File: src/rtl/writeback_stage_pkg.sv
// Shared core package for the writeback stage: datapath sizes and the
// writeback mux and load-width encodings.
package writeback_stage_pkg;

    localparam int XLEN     = 32;
    localparam int NUM_REGS = 16;
    localparam int REG_AW   = $clog2(NUM_REGS);

    typedef enum logic [1:0] {
        SEL_ALU  = 2'd0,
        SEL_LOAD = 2'd1,
        SEL_PC4  = 2'd2,
        SEL_IMM  = 2'd3
    } rd_data_sel_e;

    // Encoding 2'd3 is not named; it is treated as a full word, like W_WORD.
    typedef enum logic [1:0] {
        W_BYTE = 2'd0,
        W_HALF = 2'd1,
        W_WORD = 2'd2
    } data_width_e;

endpackage

File: src/rtl/writeback_stage_if.sv
// MEMEX/WB pipeline register contents and the data-memory read return
// as seen by the writeback stage, plus the stall that goes back upstream.
interface writeback_stage_if;
    import writeback_stage_pkg::*;

    logic                    invalid_WB;
    logic [XLEN-1:0]         pc4_WB;
    logic [REG_AW-1:0]       rd_WB;
    logic [XLEN-1:0]         alu_result_WB;
    logic                    regfile_we_WB;
    rd_data_sel_e            rd_data_sel_WB;
    logic                    lsu_sign_extend_WB;
    logic [1:0]              data_width_WB;
    logic [XLEN-1:0]         immediate_WB;
    logic [XLEN-1:0]         dmem_rdata;
    logic                    dmem_rvalid;
    logic                    stall_WB;

    modport master (
        output invalid_WB, pc4_WB, rd_WB, alu_result_WB, regfile_we_WB,
               rd_data_sel_WB, lsu_sign_extend_WB, data_width_WB, immediate_WB,
               dmem_rdata, dmem_rvalid,
        input  stall_WB
    );

    modport slave (
        input  invalid_WB, pc4_WB, rd_WB, alu_result_WB, regfile_we_WB,
               rd_data_sel_WB, lsu_sign_extend_WB, data_width_WB, immediate_WB,
               dmem_rdata, dmem_rvalid,
        output stall_WB
    );

endinterface

File: src/rtl/writeback_stage_load_formatter.sv
// Combinational load formatter: picks the byte/halfword lane addressed by
// the low address bits and sign- or zero-extends it to XLEN.
module load_formatter
    import writeback_stage_pkg::*;
(
    input  logic [XLEN-1:0] rdata,
    input  logic [1:0]      offset,
    input  logic [1:0]      width,
    input  logic            sign_ext,
    output logic [XLEN-1:0] data
);

    logic [7:0]  byte_lane;
    logic [15:0] half_lane;

    // Halfword selection uses only offset[1]; a misaligned bit 0 is ignored.
    always_comb begin
        byte_lane = 8'h00;
        half_lane = 16'h0000;
        data      = '0;
        case (offset)
            2'd0:    byte_lane = rdata[7:0];
            2'd1:    byte_lane = rdata[15:8];
            2'd2:    byte_lane = rdata[23:16];
            default: byte_lane = rdata[31:24];
        endcase
        half_lane = offset[1] ? rdata[31:16] : rdata[15:0];
        case (width)
            W_BYTE:  data = {{(XLEN-8){sign_ext & byte_lane[7]}}, byte_lane};
            W_HALF:  data = {{(XLEN-16){sign_ext & half_lane[15]}}, half_lane};
            default: data = rdata;
        endcase
    end

endmodule

File: src/rtl/writeback_stage.sv
// Writeback stage with the RV32E register file, load stall and read bypass.
// Define WB_RETIRE_COUNTER_EN to add the retired_count port and its counter.
module writeback_stage
    import writeback_stage_pkg::*;
(
    input  logic              clk,
    input  logic              rst_n,
    writeback_stage_if.slave  wb,
    input  logic [REG_AW-1:0] rs1_addr,
    input  logic [REG_AW-1:0] rs2_addr,
    output logic [XLEN-1:0]   rs1_data,
    output logic [XLEN-1:0]   rs2_data
`ifdef WB_RETIRE_COUNTER_EN
    ,
    output logic [63:0]       retired_count
`endif
);

    logic            valid;
    logic            is_load;
    logic            commit;
    logic            write;
    logic [XLEN-1:0] load_data;
    logic [XLEN-1:0] wdata;
    logic [XLEN-1:0] regs [NUM_REGS];

    load_formatter u_load_formatter (
        .rdata    (wb.dmem_rdata),
        .offset   (wb.alu_result_WB[1:0]),
        .width    (wb.data_width_WB),
        .sign_ext (wb.lsu_sign_extend_WB),
        .data     (load_data)
    );

    // A stall depends only on current inputs, so a bubble never stalls, even in reset.
    assign valid       = !wb.invalid_WB;
    assign is_load     = valid && (wb.rd_data_sel_WB == SEL_LOAD);
    assign wb.stall_WB = is_load && !wb.dmem_rvalid;
    assign commit      = valid && !wb.stall_WB;
    assign write       = commit && wb.regfile_we_WB && (wb.rd_WB != '0);

    always_comb begin
        wdata = '0;
        case (wb.rd_data_sel_WB)
            SEL_ALU:  wdata = wb.alu_result_WB;
            SEL_LOAD: wdata = load_data;
            SEL_PC4:  wdata = wb.pc4_WB;
            default:  wdata = wb.immediate_WB;
        endcase
    end

    // Entry 0 is never written, so it stays at its reset value of zero.
    always_ff @(posedge clk or negedge rst_n) begin
        if (!rst_n) begin
            for (int i = 0; i < NUM_REGS; i++) begin
                regs[i] <= '0;
            end
        end else if (write) begin
            regs[wb.rd_WB] <= wdata;
        end
    end

    assign rs1_data = (rs1_addr == '0) ? '0 :
                      (write && (rs1_addr == wb.rd_WB)) ? wdata : regs[rs1_addr];
    assign rs2_data = (rs2_addr == '0) ? '0 :
                      (write && (rs2_addr == wb.rd_WB)) ? wdata : regs[rs2_addr];

`ifdef WB_RETIRE_COUNTER_EN
    always_ff @(posedge clk or negedge rst_n) begin
        if (!rst_n) begin
            retired_count <= '0;
        end else if (commit) begin
            retired_count <= retired_count + 64'd1;
        end
    end
`endif

endmodule

File: src/flat_wrapper.sv
// flat-port wrapper written by rule: the top's interface ports become plain ports
module writeback_stage_flat import writeback_stage_pkg::*;
  (clk, rst_n, rs1_addr, rs2_addr, rs1_data, rs2_data, wb_invalid_WB, wb_pc4_WB, wb_rd_WB, wb_alu_result_WB, wb_regfile_we_WB, wb_rd_data_sel_WB, wb_lsu_sign_extend_WB, wb_data_width_WB, wb_immediate_WB, wb_dmem_rdata, wb_dmem_rvalid, wb_stall_WB);
  writeback_stage_if wb_i ();
  input  logic clk;
  input  logic rst_n;
  input  logic [REG_AW-1:0] rs1_addr;
  input  logic [REG_AW-1:0] rs2_addr;
  output logic [XLEN-1:0] rs1_data;
  output logic [XLEN-1:0] rs2_data;
  input wire logic [$bits(wb_i.invalid_WB)-1:0] wb_invalid_WB;
  input wire logic [$bits(wb_i.pc4_WB)-1:0] wb_pc4_WB;
  input wire logic [$bits(wb_i.rd_WB)-1:0] wb_rd_WB;
  input wire logic [$bits(wb_i.alu_result_WB)-1:0] wb_alu_result_WB;
  input wire logic [$bits(wb_i.regfile_we_WB)-1:0] wb_regfile_we_WB;
  input wire logic [$bits(wb_i.rd_data_sel_WB)-1:0] wb_rd_data_sel_WB;
  input wire logic [$bits(wb_i.lsu_sign_extend_WB)-1:0] wb_lsu_sign_extend_WB;
  input wire logic [$bits(wb_i.data_width_WB)-1:0] wb_data_width_WB;
  input wire logic [$bits(wb_i.immediate_WB)-1:0] wb_immediate_WB;
  input wire logic [$bits(wb_i.dmem_rdata)-1:0] wb_dmem_rdata;
  input wire logic [$bits(wb_i.dmem_rvalid)-1:0] wb_dmem_rvalid;
  output wire logic [$bits(wb_i.stall_WB)-1:0] wb_stall_WB;
  assign wb_i.invalid_WB = wb_invalid_WB;
  assign wb_i.pc4_WB = wb_pc4_WB;
  assign wb_i.rd_WB = wb_rd_WB;
  assign wb_i.alu_result_WB = wb_alu_result_WB;
  assign wb_i.regfile_we_WB = wb_regfile_we_WB;
  assign wb_i.rd_data_sel_WB = wb_rd_data_sel_WB;
  assign wb_i.lsu_sign_extend_WB = wb_lsu_sign_extend_WB;
  assign wb_i.data_width_WB = wb_data_width_WB;
  assign wb_i.immediate_WB = wb_immediate_WB;
  assign wb_i.dmem_rdata = wb_dmem_rdata;
  assign wb_i.dmem_rvalid = wb_dmem_rvalid;
  assign wb_stall_WB = wb_i.stall_WB;
  writeback_stage u_core (.clk(clk), .rst_n(rst_n), .wb(wb_i), .rs1_addr(rs1_addr), .rs2_addr(rs2_addr), .rs1_data(rs1_data), .rs2_data(rs2_data));
endmodule
File: config.mk
export PLATFORM = sky130hd
export DESIGN_NAME = writeback_stage_flat
export DESIGN_NICKNAME = d
export VERILOG_FILES = /design/src/rtl/writeback_stage_pkg.sv /design/src/rtl/writeback_stage_if.sv /design/src/rtl/writeback_stage_load_formatter.sv /design/src/rtl/writeback_stage.sv /design/src/flat_wrapper.sv
export SDC_FILE = /design/constraint.sdc
export NUM_CORES = 1
export LEC_CHECK = 0
export CORE_AREA = 8 8 249 251
export CTS_CLUSTER_DIAMETER = 100
export DETAILED_ROUTE_END_ITERATION = 7
export DIE_AREA = 0 0 257 259
export PLACE_DENSITY_LB_ADDON = 0.1
export SETUP_SLACK_MARGIN = 0.05
export SYNTH_ARGS = -nofsm -noshare
export SYNTH_HDL_FRONTEND = slang
export SYNTH_SLANG_ARGS = --single-unit
File: constraint.sdc
create_clock -name clk -period 7.7 [get_ports clk]
set_input_delay 1.925 -clock clk [delete_from_list [all_inputs] [get_ports clk]]
set_output_delay 1.925 -clock clk [all_outputs]
set_load 0.02 [all_outputs]
==> reports/metrics.cfg <==
[outcome]
status=completed

[timing]
fmaxAchievable_ghz=0.139
finalHoldViolCount=0
setup_viol=0
slew_violations=0
tns_ns=0
period_share_pct=93.4
slew_headroom_pct=10.8
worstMarginPinSlew_ns=1.34
fin_ws_ns=0.509
period_minus_slack_ns=7.19
fin_worst_skew_ns=0
rsz0062_at_grt=no
hold_ws_ns=0.391

[setup_path]
setup.worst_path.start_class=input port
critPathKind=input port to output port
required_ns=5.78
worstPathArrival_ns=5.27
path_max_fanout=17
r2r_slack_ns=6.90
end_kind=output port

[clock_tree]
cts_tree=built
cts.sinks=512
holdBufCountCts=0
clockBufferDepth=3
clk_pin_slew_ns=0.06
ctsResizeCount=0
post_cts_buffers=0
cts_buffers=56
cts.htree.levels=2
cts_root_buffer=clkbuf_16
clk_latency_ns=0.61

[yosys]
synthTopCellsByArea=dfrtp_1 (45%), mux4_2 (20%), mux2_2 (8.0%)
yosys-top-cells-count=dfrtp_1 (512), mux4_2 (257), nor2_1 (247)
synth-seq-area-share_pct=44.5
synth_edf_count=0
syn_inst=2424
yosys.cell_types.count=44
netlist.area_leader.share_pct=44.5
netlist_area_um2=28800
synthFlopType=dfrtp_1
yosys_warnings=0
yosysTopAreaCell=dfrtp_1
syn_nets=2574
yosysMostFrequentCell=dfrtp_1
syn_area_per_cell_um2=11.9
ys_ff_latch=512
async_flop_share_pct=100

[global_route]
grt_overflow=0
grt_pass1_wl_mm=141
grt_max_degree=168
grt_antenna_before_repair=4
grt.total_usage_pct=27.9
grt_pass1_vias=21779

[detailed_routing]
drcViolationCount=0
drtAntennaViolNets=0
wl_mm=93.6
drt-initial-drc-count=1632
num_vias=21058
wl_per_cell_um=28.1
drt-vias-per-instance=6.34
firstDrtPassIters=5

[floorplanning]
row_count=89
die_w_um=257
pin_count=215
die_area_um2=66600
floorplan.initialDensity_pct=49.4
fp.dieH_um=259
core_area_um2=58200

[flow_run]
maxCapViolations=0

[power]
p_leak_nw=14.0
p_per_area_nw_per_um2=255
ir_drop_uv=219

[layout]
area_delta_synth_final_pct=15.7
postLayoutCoreUtil_pct=57.2
drive_gt1_share_pct=27.0
regMostFlops=u_core.regs
largest_register_ffs=512
top_regs=u_core.regs x512
num-nets-final=2661

[worst_hold_path]
hold_class=flop to flop

[placement]
place_ws_ns=0.439
io_buffers=214
gp_congestion=0.875
hpwl_mm=59.4

per-layer routing:
layer  global-route usage, %  vias to the layer above  part of all wire, %
met5                       0                        -                    0
met4                    10.1                        0                  3.5
met3                    4.31                      159                  6.5
met2                    44.9                      771                   48
met1                    38.5                    10969                   42
li1                        -                     9159                    -
final timing paths:
path | start | endpoint | cells after the start
worst max-delay path | wb_alu_result_WB[0] | rs1_data[25] | 7
worst min-delay path | u_core.regs[507] | u_core.regs[507] | 0
worst max register to register | u_core.regs[462] | u_core.regs[462] | 1
worst min register to register | u_core.regs[507] | u_core.regs[507] | 0
max in group asynchronous | rst_n | u_core.regs[330] | 2
min in group asynchronous | rst_n | u_core.regs[466] | 1
per-stage QoR:
stage | power [mW] | area, µm² | instances
final | 8.50 | 33300 | 3324
after global routing | 8.90 | 33300 | 3324
after global placement | 5.77 | 31500 | 3226
after detailed placement | 5.89 | 31500 | 3226
after floorplan | 5.08 | 28800 | 2424
after CTS | 8.54 | 33300 | 3321
cell usage in the layout (no fill, tap or decap), types with 7 or more instances in the layout:
cell type,Yosys,final
nand3_4,9,9
clkdlybuf4s50_1,0,204
xor2_1,8,8
nand2_1,198,198
a221oi_1,13,7
o2bb2ai_1,18,18
a31oi_1,9,7
buf_4,16,78
a221oi_2,6,12
o21ai_1,11,11
clkbuf_1,139,9
o22ai_1,63,63
clkbuf_16,0,56
mux2_2,205,205
o21ai_0,175,175
buf_12,0,11
o21a_1,8,8
dfrtp_1,512,512
a221oi_4,10,10
mux2i_1,100,100
clkbuf_8,0,14
inv_1,15,15
nand2b_1,25,25
nor2_1,247,247
mux4_2,257,257
clkinv_2,0,9
a21oi_1,232,232
final cells by class:
class / instances / area [µm²]
diodes: 3 / 7.51
clock buffers: 79 / 1630
clock inverters: 16 / 154
fillers: 4739 / 24900
inverters: 17 / 63.8
multi-input cells: 1627 / 14800
flip-flops and latches: 512 / 12800
well taps: 773 / 967
repair buffers: 297 / 2900
worst max-delay path: stages:
cell,delay (ns)
clkdlybuf4s50_1,0.61
mux4_2,0.58
nand3_4,0.18
a21oi_4,0.22
a221oi_4,0.84
o22ai_1,0.27
clkdlybuf4s50_1,0.61
report_power, final:
group | total, mW | internal, mW | switching (mW)
registers | 3.63 | 3.24 | 0.398
clock network | 2.64 | 1.53 | 1.12
logic | 2.22 | 1.19 | 1.03
cells by family after synthesis:
family / Yosys count / share of synthesized area, %
compound gates: 553 / 11.6
xor+xnor: 8 / 0.244
buf+inv: 285 / 4.44
flops: 512 / 44.5
mux: 567 / 31.8
simple gates: 499 / 7.39
Power figures use the tool's default switching activity.
